File: config.mk
export PLATFORM = sky130hd
export DESIGN_NAME = mips_multicycle_ctrl
export DESIGN_NICKNAME = d
export VERILOG_FILES = /design/src/rtl/mips_multicycle_ctrl.sv
export SDC_FILE = /design/constraint.sdc
export NUM_CORES = 1
export LEC_CHECK = 0
export BUFFER_PORTS_ARGS = -buffer_cell sky130_fd_sc_hd__buf_4
export CAP_MARGIN = 0
export CORE_ASPECT_RATIO = 1.75
export CORE_MARGIN = 1
export CORE_UTILIZATION = 42
export CTS_CLUSTER_SIZE = 24
export DETAILED_ROUTE_END_ITERATION = 10
export GPL_TIMING_DRIVEN = 0
export PLACE_DENSITY = 0.8
export SYNTH_ARGS = -nofsm -noshare
export SYNTH_HDL_FRONTEND = slang
export SYNTH_SLANG_ARGS = --single-unit
export TNS_END_PERCENT = 50
File: constraint.sdc
create_clock -name clk -period 2.1 [get_ports clk]
set_input_delay 0.63 -clock clk [delete_from_list [all_inputs] [get_ports clk]]
set_output_delay 0.63 -clock clk [all_outputs]
set_load 0.01 [all_outputs]
File: src/rtl/mips_multicycle_ctrl.sv
// Multicycle FETCH/DECODE/EXEC/MEM/WB sequencer for the MIPS datapath,
// with ready-stretched memory access, traps and optional perf counters.
//
// Ports:
//   clk        : rising-edge clock
//   reset      : synchronous active-low reset
//   OpCode     : Instruction[31:26], sampled only in FETCH
//   mem_ready  : data memory done (looked at only in MEM)
//   RegDst, AluSrc, MemtoReg, RegWrite, MemRead, MemWrite,
//   Branch, Jump, ALUOp[1:0] : datapath controls
//   pc_en      : one-cycle pulse per retired instruction
//   state      : FETCH=0 DECODE=1 EXEC=2 MEM=3 WB=4 TRAP=7
//   illegal    : sticky, unsupported opcode trapped
//   mem_err    : sticky, mem_ready timeout trapped
//   cycle_cnt, instr_cnt : perf counters, live only when the
//                          MC_PERF_CNT_EN macro is defined
module mips_multicycle_ctrl #(
    parameter int TIMEOUT = 16,
    parameter int CNT_W   = 32
) (
    input  logic             clk,
    input  logic             reset,
    input  logic [5:0]       OpCode,
    input  logic             mem_ready,
    output logic             RegDst,
    output logic             AluSrc,
    output logic             MemtoReg,
    output logic             RegWrite,
    output logic             MemRead,
    output logic             MemWrite,
    output logic             Branch,
    output logic             Jump,
    output logic [1:0]       ALUOp,
    output logic             pc_en,
    output logic [2:0]       state,
    output logic             illegal,
    output logic             mem_err,
    output logic [CNT_W-1:0] cycle_cnt,
    output logic [CNT_W-1:0] instr_cnt
);

    localparam int WAIT_W = (TIMEOUT > 1) ? $clog2(TIMEOUT) : 1;
    localparam logic [WAIT_W-1:0] WAIT_LAST = WAIT_W'(TIMEOUT - 1);

    localparam logic [5:0] OP_R    = 6'b000000;
    localparam logic [5:0] OP_LW   = 6'b100011;
    localparam logic [5:0] OP_SW   = 6'b101011;
    localparam logic [5:0] OP_BEQ  = 6'b000100;
    localparam logic [5:0] OP_BNE  = 6'b000101;
    localparam logic [5:0] OP_ADDI = 6'b001000;
    localparam logic [5:0] OP_J    = 6'b000010;

    typedef enum logic [2:0] {
        S_FETCH  = 3'd0,
        S_DECODE = 3'd1,
        S_EXEC   = 3'd2,
        S_MEM    = 3'd3,
        S_WB     = 3'd4,
        S_TRAP   = 3'd7
    } state_e;

    state_e            state_q, state_d;
    logic [5:0]        op_q, op_d;
    logic [WAIT_W-1:0] wait_q, wait_d;
    logic              illegal_q, illegal_d;
    logic              mem_err_q, mem_err_d;

    logic is_r, is_lw, is_sw, is_br, is_addi, is_j, supported;

    assign is_r      = (op_q == OP_R);
    assign is_lw     = (op_q == OP_LW);
    assign is_sw     = (op_q == OP_SW);
    assign is_br     = (op_q == OP_BEQ) || (op_q == OP_BNE);
    assign is_addi   = (op_q == OP_ADDI);
    assign is_j      = (op_q == OP_J);
    assign supported = is_r | is_lw | is_sw | is_br | is_addi | is_j;

    // State register
    always_ff @(posedge clk) begin
        if (!reset) begin
            state_q   <= S_FETCH;
            op_q      <= '0;
            wait_q    <= '0;
            illegal_q <= 1'b0;
            mem_err_q <= 1'b0;
        end else begin
            state_q   <= state_d;
            op_q      <= op_d;
            wait_q    <= wait_d;
            illegal_q <= illegal_d;
            mem_err_q <= mem_err_d;
        end
    end

    // Next-state logic
    always_comb begin
        state_d   = state_q;
        op_d      = op_q;
        wait_d    = wait_q;
        illegal_d = illegal_q;
        mem_err_d = mem_err_q;
        unique case (state_q)
            S_FETCH: begin
                op_d    = OpCode;
                state_d = S_DECODE;
            end
            S_DECODE: begin
                if (supported) begin
                    state_d = S_EXEC;
                end else begin
                    state_d   = S_TRAP;
                    illegal_d = 1'b1;
                end
            end
            S_EXEC: begin
                if (is_br || is_j) begin
                    state_d = S_FETCH;
                end else if (is_lw || is_sw) begin
                    state_d = S_MEM;
                end else begin
                    state_d = S_WB;
                end
            end
            S_MEM: begin
                if (mem_ready) begin
                    wait_d  = '0;
                    state_d = is_lw ? S_WB : S_FETCH;
                end else if (wait_q == WAIT_LAST) begin
                    // TIMEOUT-th consecutive idle MEM cycle
                    wait_d    = '0;
                    state_d   = S_TRAP;
                    mem_err_d = 1'b1;
                end else begin
                    wait_d = wait_q + WAIT_W'(1);
                end
            end
            S_WB:    state_d = S_FETCH;
            S_TRAP:  state_d = S_TRAP;
            default: state_d = S_FETCH;
        endcase
    end

    // Output logic (Moore, except pc_en on the sw MEM exit)
    always_comb begin
        RegDst   = 1'b0;
        AluSrc   = 1'b0;
        MemtoReg = 1'b0;
        RegWrite = 1'b0;
        MemRead  = 1'b0;
        MemWrite = 1'b0;
        Branch   = 1'b0;
        Jump     = 1'b0;
        ALUOp    = 2'b00;
        pc_en    = 1'b0;
        if (state_q == S_EXEC || state_q == S_MEM ||
            state_q == S_WB) begin
            RegDst   = is_r;
            AluSrc   = is_lw | is_sw | is_addi;
            MemtoReg = is_lw;
            ALUOp    = is_r ? 2'b10 : (is_br ? 2'b01 : 2'b00);
        end
        unique case (state_q)
            S_EXEC: begin
                Branch = is_br;
                Jump   = is_j;
                pc_en  = is_br | is_j;
            end
            S_MEM: begin
                MemRead  = is_lw;
                MemWrite = is_sw;
                pc_en    = is_sw & mem_ready;
            end
            S_WB: begin
                RegWrite = 1'b1;
                pc_en    = 1'b1;
            end
            default: ;
        endcase
    end

    assign state   = state_q;
    assign illegal = illegal_q;
    assign mem_err = mem_err_q;

`ifdef MC_PERF_CNT_EN
    logic [CNT_W-1:0] cycle_q, instr_q;

    always_ff @(posedge clk) begin
        if (!reset) begin
            cycle_q <= '0;
            instr_q <= '0;
        end else begin
            cycle_q <= cycle_q + CNT_W'(1);
            if (pc_en) begin
                instr_q <= instr_q + CNT_W'(1);
            end
        end
    end

    assign cycle_cnt = cycle_q;
    assign instr_cnt = instr_q;
`else
    assign cycle_cnt = '0;
    assign instr_cnt = '0;
`endif

endmodule

==> results.txt <==
Die Area = 3440 sq um
Max Cap Viol = 0
share of the yosys chip area belonging to registers = 22.3%
pin count of the biggest net entering global routing = 11
FF-to-FF setup slack = 0.65 ns
Worst-Skew Late Latency = 0.25 ns
endpoint class of the critical path = primary output
# DRC = 0
number of global-route vias before repair = 930
gpl congestion = 0.731
worst setup path endpoint = ALUOp[0]
Crit path arrival time = 1.60 ns
Ports = 89
Worst setup SP type = flop
CP most frequent cell = buf_4
RSZ-0062 raised after global routing = yes
CTS Buf Count = 3
failing checks = setup timing
critical-path cell list = or3_4, buf_4, nor4b_4, buf_4
final setup TNS = -0.317 ns
clk_skew = 0.00321 ns
Initial DRC Count = 21
minimum clock period = 2.23 ns
PortBufs = 24
root buffer cell = clkbuf_8
die height = 76.8 um
Mapped Area = 1340 sq um
Final Cycle Share = 106%
Tot GR Track Use = 14.9%
drt pass-1 iters = 4
Clock Sinks = 15
CP max stage delay = 0.43 ns
DP HPWL = 2.00 mm
cells on worst reg2reg path = 5
layout cell share with drive strength beyond 1 = 48.1%
Hold Slack = 0.453 ns
syn_area_per_cell = 8.14 sq um
Setup CP Type = flop to primary output
remaining antenna violation count = 0
initial antenna violation count = 0
Initial Utilization = 44.9%
Critical R2R Launch = wait_q[0]
CP Launch Point = op_q[3]
status = complete, but fails checks
clock buffer depth = 2
post-cts hold buffer count = 0
maximum VDD drop = 0.474 mV
Yosys reg bits = 15
H-tree Lvls = 1
Critical Path RT = 1.47 ns
Clock transition at path regs = 0.06 ns
vias per inst = 3.87
Reg2Reg Capture Point = wait_q[3]
post-synthesis cell count = 165
first-pass GRT wire length = 3.88 mm
Pwr Total = 0.00162 W
Final Hold Vio Count = 0
DR WL/cell = 8.55 um
core region area = 2990 sq um
Area Growth Syn to Fin = 49.3%
Die W = 44.8 um
setup violators final = 4
Crit Path Max Fanout = 6
FMAX = 449 MHz
Worst Slack Setup Final = -0.127 ns
Cell variety after synth = 35
CTS tree = yes
Post-Route WL = 2.58 mm
min-delay src = illegal
CP max-delay cell = or3_4
LEAKAGE = 1.11 nW
Hold Path Class = flop to flop
Layout Nets = 271
# diodes = 0
# rows = 26
YS warnings = 0
Pwr Density = 805 nW/um^2
Vias = 1,168
Filler Cell Count = 265
total global routing overflow = 0
final max-slew violation count = 0
==> worst max-delay path, delay by kind of cell (launching register included) <==
| family | cells | cell delay, ns |
|---|---|---|
| simple gates | 2 | 0.67 |
| flops | 1 | 0.36 |
| buf+inv | 2 | 0.32 |
==> synth_stat cells, drive strengths merged <==
master / number / area share (%)
a2111o: 1 / 0.84
a21boi: 3 / 1.7
a21oi: 4 / 1.5
a31oi: 1 / 0.47
a41oi: 1 / 0.65
and2: 1 / 0.47
and3: 1 / 0.47
buf: 66 / 37
clkbuf: 3 / 1.6
conb: 1 / 0.28
dfxtp: 15 / 22
ha: 1 / 0.93
inv: 7 / 2.0
mux2i: 6 / 4.5
nand2: 7 / 2.0
nand3: 4 / 1.5
nand3b: 1 / 1.5
nor2: 7 / 2.5
nor2b: 9 / 4.2
nor3: 5 / 2.2
nor3b: 3 / 1.7
nor4b: 4 / 2.6
o211ai: 2 / 1.1
o21a: 1 / 0.56
o21ai: 5 / 1.9
o311a: 1 / 0.84
or2: 1 / 0.47
or3: 2 / 0.93
or3b: 1 / 0.84
or4b: 1 / 0.74
==> layout make-up <==
type	count	area, sq um	share of cell area, %
multi-input cells	137	827	41.2
plain buffers	67	505	25.2
flip-flops and latches	15	318	15.8
repair buffers	30	233	11.6
well taps	42	52.6	2.62
clock buffers	4	45.0	2.24
inverters	7	26.3	1.31
==> layout by cell type, fill, tap and decap left out, drive strengths merged <==
| cell type | instances |
|---|---|
| nor2 | 7 |
| and3 | 1 |
| mux2i | 6 |
| a21oi | 4 |
| and2 | 1 |
| nor4b | 4 |
| inv | 7 |
| nand3 | 4 |
| conb | 64 |
| o21ai | 5 |
| nand3b | 1 |
| nor3 | 5 |
| buf | 95 |
| nand2 | 7 |
| clkbuf | 6 |
| or3b | 1 |
| o21a | 1 |
| a21boi | 3 |
| o311a | 1 |
| a31oi | 1 |
| o211ai | 2 |
| nor2b | 9 |
| ha | 1 |
| dfxtp | 15 |
| or2 | 1 |
| nor3b | 3 |
| a41oi | 1 |
| a2111o | 1 |
| or3 | 2 |
| or4b | 1 |
==> report_power, final <==
part           leakage (nW)  total (W)  internal [W]  switching (W)
logic                 0.958   0.000918      0.000464       0.000454
registers             0.126   0.000470      0.000371      0.0000988
clock network        0.0228   0.000228      0.000134      0.0000941
==> registers in the layout, summed over array words and instances (netlist names) <==
signal,flops
wait_q,4
mem_err,1
illegal,1
op_q,6
state,3
==> per-stage QoR <==
| step | utilization [%] | instances | worst slack [ns] | area, sq um |
|---|---|---|---|---|
| 2_1_floorplan | - | 228 | 0.0199 | 1600 |
| 3_3_place_gp | 61.2 | 294 | 0.0501 | 1830 |
| 3_5_place_dp | 61.2 | 294 | -0.00248 | 1830 |
| 4_1_cts | 65.3 | 300 | -0.110 | 1960 |
| 5_1_grt | 67.1 | 302 | -0.177 | 2010 |
| 6_report | 67.1 | 302 | -0.127 | 2010 |
==> how the worst min path moves through the flow <==
| stage | to | cells after the start |
|---|---|---|
| 2_1_floorplan | wait_q[2] | 2 |
| 3_3_place_gp | illegal | 2 |
| 3_5_place_dp | illegal | 2 |
| 4_1_cts | illegal | 2 |
| 5_1_grt | illegal | 2 |
| 6_report | illegal | 2 |
==> metal layers <==
| metal | vias to the layer above | global-route usage (%) | routed length (um) |
|---|---|---|---|
| li1 | 610 | - | - |
| met1 | 484 | 14.2 | 903 |
| met2 | 70 | 27.6 | 1360 |
| met3 | 4 | 2.12 | 259 |
| met4 | 0 | 9.39 | 55 |
| met5 | - | 0 | 0 |
==> logic make-up after synthesis <==
kind of cell             Yosys count  share of synthesized area (%)
buffers and inverters             76                           40.4
AND/OR/NAND/NOR                   47                           22.1
AO/OA/AOI/OAI                     19                           9.50
flip-flops                        15                           22.3
multiplexers                       6                           4.47
adder cells (fa/ha/maj)            1                          0.931
other                              1                          0.279
==> what timing repair did <==
| item | 4_1_cts | 5_1_grt |
|---|---|---|
| setup endpoints to repair | 7 | 8 |
| pin swaps | 3 | 4 |
| buffers inserted | 4 | 2 |
| cloned | 0 | 0 |
| gates resized for setup | 16 | 11 |
Power figures use the tool's default switching activity.
